<file path="config.mk">
export PLATFORM = sky130hd
export DESIGN_NAME = lal_seq_ctrl
export DESIGN_NICKNAME = d
export VERILOG_FILES = /design/src/rtl/lal_seq_ctrl.sv
export SDC_FILE = /design/constraint.sdc
export NUM_CORES = 1
export LEC_CHECK = 0
export ABC_AREA = 1
export CORE_MARGIN = 2
export CORE_UTILIZATION = 44
export CTS_BUF_LIST = sky130_fd_sc_hd__clkbuf_16
export CTS_CLUSTER_SIZE = 16
export DETAILED_ROUTE_END_ITERATION = 7
export GPL_TIMING_DRIVEN = 0
export PLACE_DENSITY = 0.89
export SYNTH_ARGS = -nofsm -noshare
export SYNTH_HDL_FRONTEND = slang
export SYNTH_SLANG_ARGS = --single-unit
export TNS_END_PERCENT = 1
</file>
<file path="constraint.sdc">
create_clock -name clk -period 4.3 [get_ports clk]
set_input_delay 1.075 -clock clk [delete_from_list [all_inputs] [get_ports clk]]
set_output_delay 1.075 -clock clk [all_outputs]
set_load 0.05 [all_outputs]
</file>
<file path="src/rtl/lal_seq_ctrl.sv">
// lal_seq_ctrl: load/run/done sequencer around a saturating up-counter with a registered compare flag.
// Build option: define LAL_SEQ_CTRL_MATCH_STOP_EN to also end a run when cmp_a == cmp_b.
// Ports:
//   clk      - sole clock, rising edge
//   rst_n    - synchronous active-low reset
//   start    - run request, sampled only in IDLE
//   load_val - counter start value, taken on the LOAD edge
//   hold     - pauses counting and state in RUN
//   cmp_a/b  - compare operands
//   count    - counter register
//   busy     - high whenever not IDLE
//   tc       - count is all-ones
//   match    - registered cmp_a == cmp_b
//   done     - one-cycle completion pulse
module lal_seq_ctrl #(
  parameter int W  = 9,
  parameter int CW = 4
) (
  input  logic          clk,
  input  logic          rst_n,
  input  logic          start,
  input  logic [W-1:0]  load_val,
  input  logic          hold,
  input  logic [CW-1:0] cmp_a,
  input  logic [CW-1:0] cmp_b,
  output logic [W-1:0]  count,
  output logic          busy,
  output logic          tc,
  output logic          match,
  output logic          done
);
  typedef enum logic [1:0] {IDLE, LOAD, RUN, DONE} state_t;
  state_t state, state_nx;
  logic [W-1:0] count_nx;
  logic match_nx, eq, stop;
  assign eq   = cmp_a == cmp_b;
  assign tc   = &count;
  assign busy = state != IDLE;
  assign done = state == DONE;
`ifdef LAL_SEQ_CTRL_MATCH_STOP_EN
  assign stop = tc | eq;
`else
  assign stop = tc;
`endif
  always_comb begin
    state_nx = state;
    count_nx = count;
    match_nx = match;
    case (state)
      IDLE: state_nx = start ? LOAD : IDLE;
      LOAD: begin
        count_nx = load_val;
        match_nx = 1'b0;
        state_nx = RUN;
      end
      RUN: begin
        match_nx = eq;
        // a finishing edge leaves count where it is, so the counter saturates
        if (!hold) begin
          state_nx = stop ? DONE : RUN;
          count_nx = stop ? count : count + 1'b1;
        end
      end
      default: state_nx = IDLE;
    endcase
  end
  always_ff @(posedge clk) begin
    if (!rst_n) begin
      state <= IDLE;
      count <= '0;
      match <= 1'b0;
    end else begin
      state <= state_nx;
      count <= count_nx;
      match <= match_nx;
    end
  end
endmodule

</file>
==> results of run 1 <==
routing by layer:
layer	GRT usage	part of all wire
met1	0.225	0.39
met4	0.109	0.025
met2	0.400	0.54
met5	0	0
met3	0.0235	0.046
logic make-up (layout without fill, tap and decap cells):
group | Yosys count | after routing
AO/OA/AOI/OAI | 29 | 29
XOR/XNOR | 1 | 1
adder cells (fa/ha/maj) | 6 | 6
buffers and inverters | 16 | 52
flip-flops | 12 | 12
AND/OR/NAND/NOR | 58 | 58
cell type report:
class | instances | area (um^2)
fillers | 138 | 484
multi-input cells | 94 | 477
repair buffers | 33 | 330
flip-flops and latches | 12 | 240
clock buffers | 3 | 75.1
inverters | 15 | 56.3
well taps | 17 | 21.3
plain buffers | 1 | 5.00
layout by cell type, fill, tap and decap left out, types with 3 or more instances in the layout:
cell and n:
a21oi_1 13, clkbuf_16 3, clkdlybuf4s50_1 33, dfxtp_1 12
ha_1 6, inv_1 13, nand2_1 35, nand3_1 5
nor2_1 16, o21ai_0 12
path summary, 6_finish.rpt:
check             slack, ns                   from  cells after the start                    end
hold / removal         0.51  count[7]$_SDFFE_PN0P_                      2  count[7]$_SDFFE_PN0P_
setup / recovery       0.95  count[1]$_SDFFE_PN0P_                      7                     tc
hold reg to reg        0.51  count[7]$_SDFFE_PN0P_                      2  count[7]$_SDFFE_PN0P_
setup reg to reg       2.32  count[1]$_SDFFE_PN0P_                     11  count[1]$_SDFFE_PN0P_
through the flow:
step                cells  hold slack, ns  power, uW  area (um^2)
floorplan             122           0.487        375          778
global placement      172           0.480        470         1130
detailed placement    172           0.490        481         1130
CTS                   175           0.515        650         1200
global route          175           0.541        679         1200
finish                175           0.510        650         1200
Yosys cell counts (all sizes together):
library cell / number
a211oi: 1
a21oi: 13
a31oi: 2
buf: 1
dfxtp: 12
ha: 6
inv: 15
nand2: 35
nand3: 6
nand4: 1
nor2: 16
o211ai: 1
o21ai: 12
xnor2: 1
report_power, final:
| part | internal, uW | switching [uW] | leakage [uW] |
|---|---|---|---|
| clock network | 121 | 47.5 | 0.0000370 |
| logic | 110 | 198 | 0.000370 |
| registers | 141 | 32.1 | 0.0000987 |
sequential cells by signal, indices dropped and copies added (netlist names):
name / flops
count: 9
state: 2
match: 1
critical path: stages (launching register included):
cell and delay [ns]:
dfxtp_1 0.40, ha_1 0.20, nand2_1 0.07, nor2_1 0.17, nand3_1 0.11, nor2_1 0.10, ha_1 0.17, clkdlybuf4s50_1 0.80
==> impl_metrics.tcl, run 1 <==
set metrics [dict create \
    worstSetupStartpointType "flip-flop" \
    remaining_drc_errors 0 \
    synth_cell_types 16 \
    final.min_clock_period_ns 3.35 \
    clkSlewWorstSetupHoldPaths_ns 0.04 \
    yosys.area_share.simple 0.309 \
    die-area_um2 2120 \
    crit_path_end_kind "output pin" \
    post-route-period-util 0.780 \
    arrival_ns 2.28 \
    tightestPinTransition_ns 0.514 \
    path_class "flip-flop to output pin" \
    via_per_inst 5.43 \
    fmax_mhz 298 \
    routedWlPerCell_um 12.4 \
    num_vias 951 \
    synth.avg_cell_area_um2 6.38 \
    synth_xor_area_frac 0.0113 \
    final_layout_size_suffix_gt1_frac 0.0443 \
    insertion_delay_ns 0.24 \
    routed_wl_um 2170 \
    skew_ns 0.00205 \
    post-cts-setup-buffers 0 \
    synthToLayoutAreaGrowth_pct 54.8 \
    yosys-top-cells-area "dfxtp_1 31%, nand2_1 17%, ha_1 9.6%, a21oi_1 8.4%, o21ai_0 7.7%" \
    power.density_nw_per_um2 539 \
    setup_violations 0 \
    synth_fa_ha_area_frac 0.0965 \
    fin_nets 187 \
    ys_seq_area_frac 0.309 \
    synth_compound_area_frac 0.196 \
    hold_buffers 0 \
    antenna_found_initial 0 \
    hold_viol 0 \
    grt_pass1_vias 835 \
    core_area_um2 1690 \
    grt_util_all_layers 0.212 \
    pre_cts_slack_ns 1.21 \
    gp_congestion 0.808 \
    fin_util 0.713 \
    drv_slew 0 \
    netlist_area_um2 778 \
    hold_path_class "flip-flop to flip-flop" \
    synth_top_family_by_area "simple AND/OR/NAND/NOR gates" \
    grt_pass1_wl_um 3210 \
    ios 34 \
    cts_root_buf "clkbuf_16" \
    post_cts_resized 0 \
    numCtsBuffers 3 \
    dr.pass1.iters 4 \
    cts_tree "built" \
    htreeDepth 1 \
    p_leak_uw 0.000506 \
    final_antenna_net_count 0 \
    yosysTopAreaCell "dfxtp_1" \
    clock_sinks 12 \
    die_height_um 46.1 \
    initial_core_util 0.461 \
    die_w_um 46.1 \
    yosys_warnings 0 \
    tns_ns 0 \
    status "finished clean" \
    ir_drop_mv 0.234 \
    ys_ff_latch 12 \
    yosysTopAreaCellShare 0.309 \
    worstPathMaxFanout 5 \
    dr.first_iter.drc_count 39 \
    synth_nets 149 \
    worst_ep_required_time_ns 3.22 \
    rows 15 \
    portBuffers 33 \
    grt_max_degree 11 \
    rsz0062_at_grt "false" \
    overflow 0 \
    slew_headroom 0.656 \
    dp_hpwl_um 1690 \
    setup_slack_ns 0.945 \
    cts_max_path_buffers 2 \
    synth_mux_area_frac 0 \
    diodes 0 \
    max-cap-violations 0 \
    syn-instance-count 122 \
]
Power figures use the tool's default switching activity.
==> inputs of run 2 (changes only) <==
Settings changed: CORE_UTILIZATION 44 to 41, PLACE_DENSITY 0.89 to 0.84.
Clock period 4.3 ns to 3.1 ns, I/O delays scaled along.
==> impl_metrics.tcl, run 2 (same netlist as run 1, synthesis figures left out) <==
set metrics [dict create \
    status "finished clean" \
    p_leak_uw 0.000511 \
    power.density_nw_per_um2 744 \
    setup_violations 0 \
    grt_util_all_layers 0.205 \
    worstSetupStartpointType "flip-flop" \
    synthToLayoutAreaGrowth_pct 55.9 \
    setup_slack_ns 0.199 \
    core_area_um2 1760 \
    rows 15 \
    final.min_clock_period_ns 2.90 \
    met2_usage 0.343 \
    die-area_um2 2260 \
    fin_area_um2 1210 \
    cts_max_path_buffers 2 \
    gr-max-usage-layer "met2" \
    die_w_um 47.6 \
    path_class "flip-flop to output pin" \
    cts_root_buf "clkbuf_16" \
    final_common_cell "nand2_1" \
    dr.first_iter.drc_count 21 \
    dr.pass1.iters 4 \
    crit_path_end_kind "output pin" \
    fin_util 0.688 \
    remaining_drc_errors 0 \
    numCtsBuffers 3 \
    top_regs "count x9, state x2, match x1" \
    overflow 0 \
    num_vias 943 \
    dp.cells 180 \
    final_antenna_net_count 0 \
    ir_drop_mv 0.335 \
    final_cell_mix "35 x nand2_1, 32 x clkdlybuf4s50_1, 16 x nor2_1" \
    routed_wl_um 2210 \
    rsz0062_at_grt "false" \
    gp_congestion 0.848 \
    hold_buffers 0 \
    use_met3 0.0264 \
    largest_reg_flops 9 \
    grt_max_degree 11 \
    routedWlPerCell_um 12.1 \
    cts_tree "built" \
    skew_ns 0.00342 \
    clock_sinks 12 \
    antenna_found_initial 0 \
    final_cell_count_no_fill 183 \
    drv_slew 0 \
    via_per_inst 5.15 \
    final_layout_size_suffix_gt1_frac 0.0443 \
    htreeDepth 1 \
    dpl_cell_area_um2 1140 \
    slew_headroom 0.662 \
    top_register "count" \
    diodes 0 \
    worstPathMaxFanout 5 \
    initial_core_util 0.441 \
    grt_use_met1 0.266 \
    post-route-period-util 0.936 \
    hold_path_class "flip-flop to flip-flop" \
    pre_cts_slack_ns 0.258 \
    fin_nets 187 \
    worst_ep_required_time_ns 2.32 \
    fmax_mhz 345 \
    max-cap-violations 0 \
    arrival_ns 2.13 \
    hold_viol 0 \
    tns_ns 0 \
    clkSlewWorstSetupHoldPaths_ns 0.04 \
    grt_pass1_vias 723 \
    insertion_delay_ns 0.24 \
    portBuffers 33 \
    grt_pass1_wl_um 3230 \
    die_height_um 47.6 \
    tightestPinTransition_ns 0.505 \
    dp_hpwl_um 1570 \
    ios 34 \
]
run 2: power by group:
group | switching, uW | internal, uW
clock network | 67.5 | 168
logic | 273 | 152
registers | 46.8 | 195
run 2: area by class of cell:
cell class,instances,area (um^2)
tap,25,31.3
buffer,1,5.00
multi-input combinational,94,477
fill,161,551
inverter,15,56.3
clock buffer,3,75.1
sequential,12,240
timing repair buffer,33,329
run 2: worst max-delay path: stages (launching register included):
cell and delay (ns):
dfxtp_1 0.40, ha_1 0.20, nand2_1 0.08, nor2_1 0.21
nand3_1 0.14, nor2_1 0.13, ha_1 0.19, dlygate4sd2_1 0.53
run 2: final timing paths:
kind	cells after the start	slack (ns)	to	start
worst max register to register	11	0.99	count[8]$_SDFFE_PN0P_	count[1]$_SDFFE_PN0P_
worst max-delay path	7	0.20	tc	count[1]$_SDFFE_PN0P_
worst min-delay path	2	0.52	count[7]$_SDFFE_PN0P_	count[7]$_SDFFE_PN0P_
worst min register to register	2	0.52	count[7]$_SDFFE_PN0P_	count[7]$_SDFFE_PN0P_
run 2: routing by layer:
metal | up-vias | part of all wire
met5 | - | 0
li1 | 472 | -
met4 | 0 | 0.019
met2 | 46 | 0.51
met3 | 5 | 0.067
met1 | 420 | 0.41
run 2: timing repair:
item / 4_1_cts / 5_1_grt
endpoints found under the setup margin: 1 / 0
gates resized for setup: 1 / 0
setup buffers: 0 / 0
run 2: through the flow:
step | power (uW) | hold WS [ns]
floorplan | 521 | 0.487
global placement | 653 | 0.478
detailed placement | 663 | 0.511
CTS | 903 | 0.521
global route | 951 | 0.540
finish | 903 | 0.518
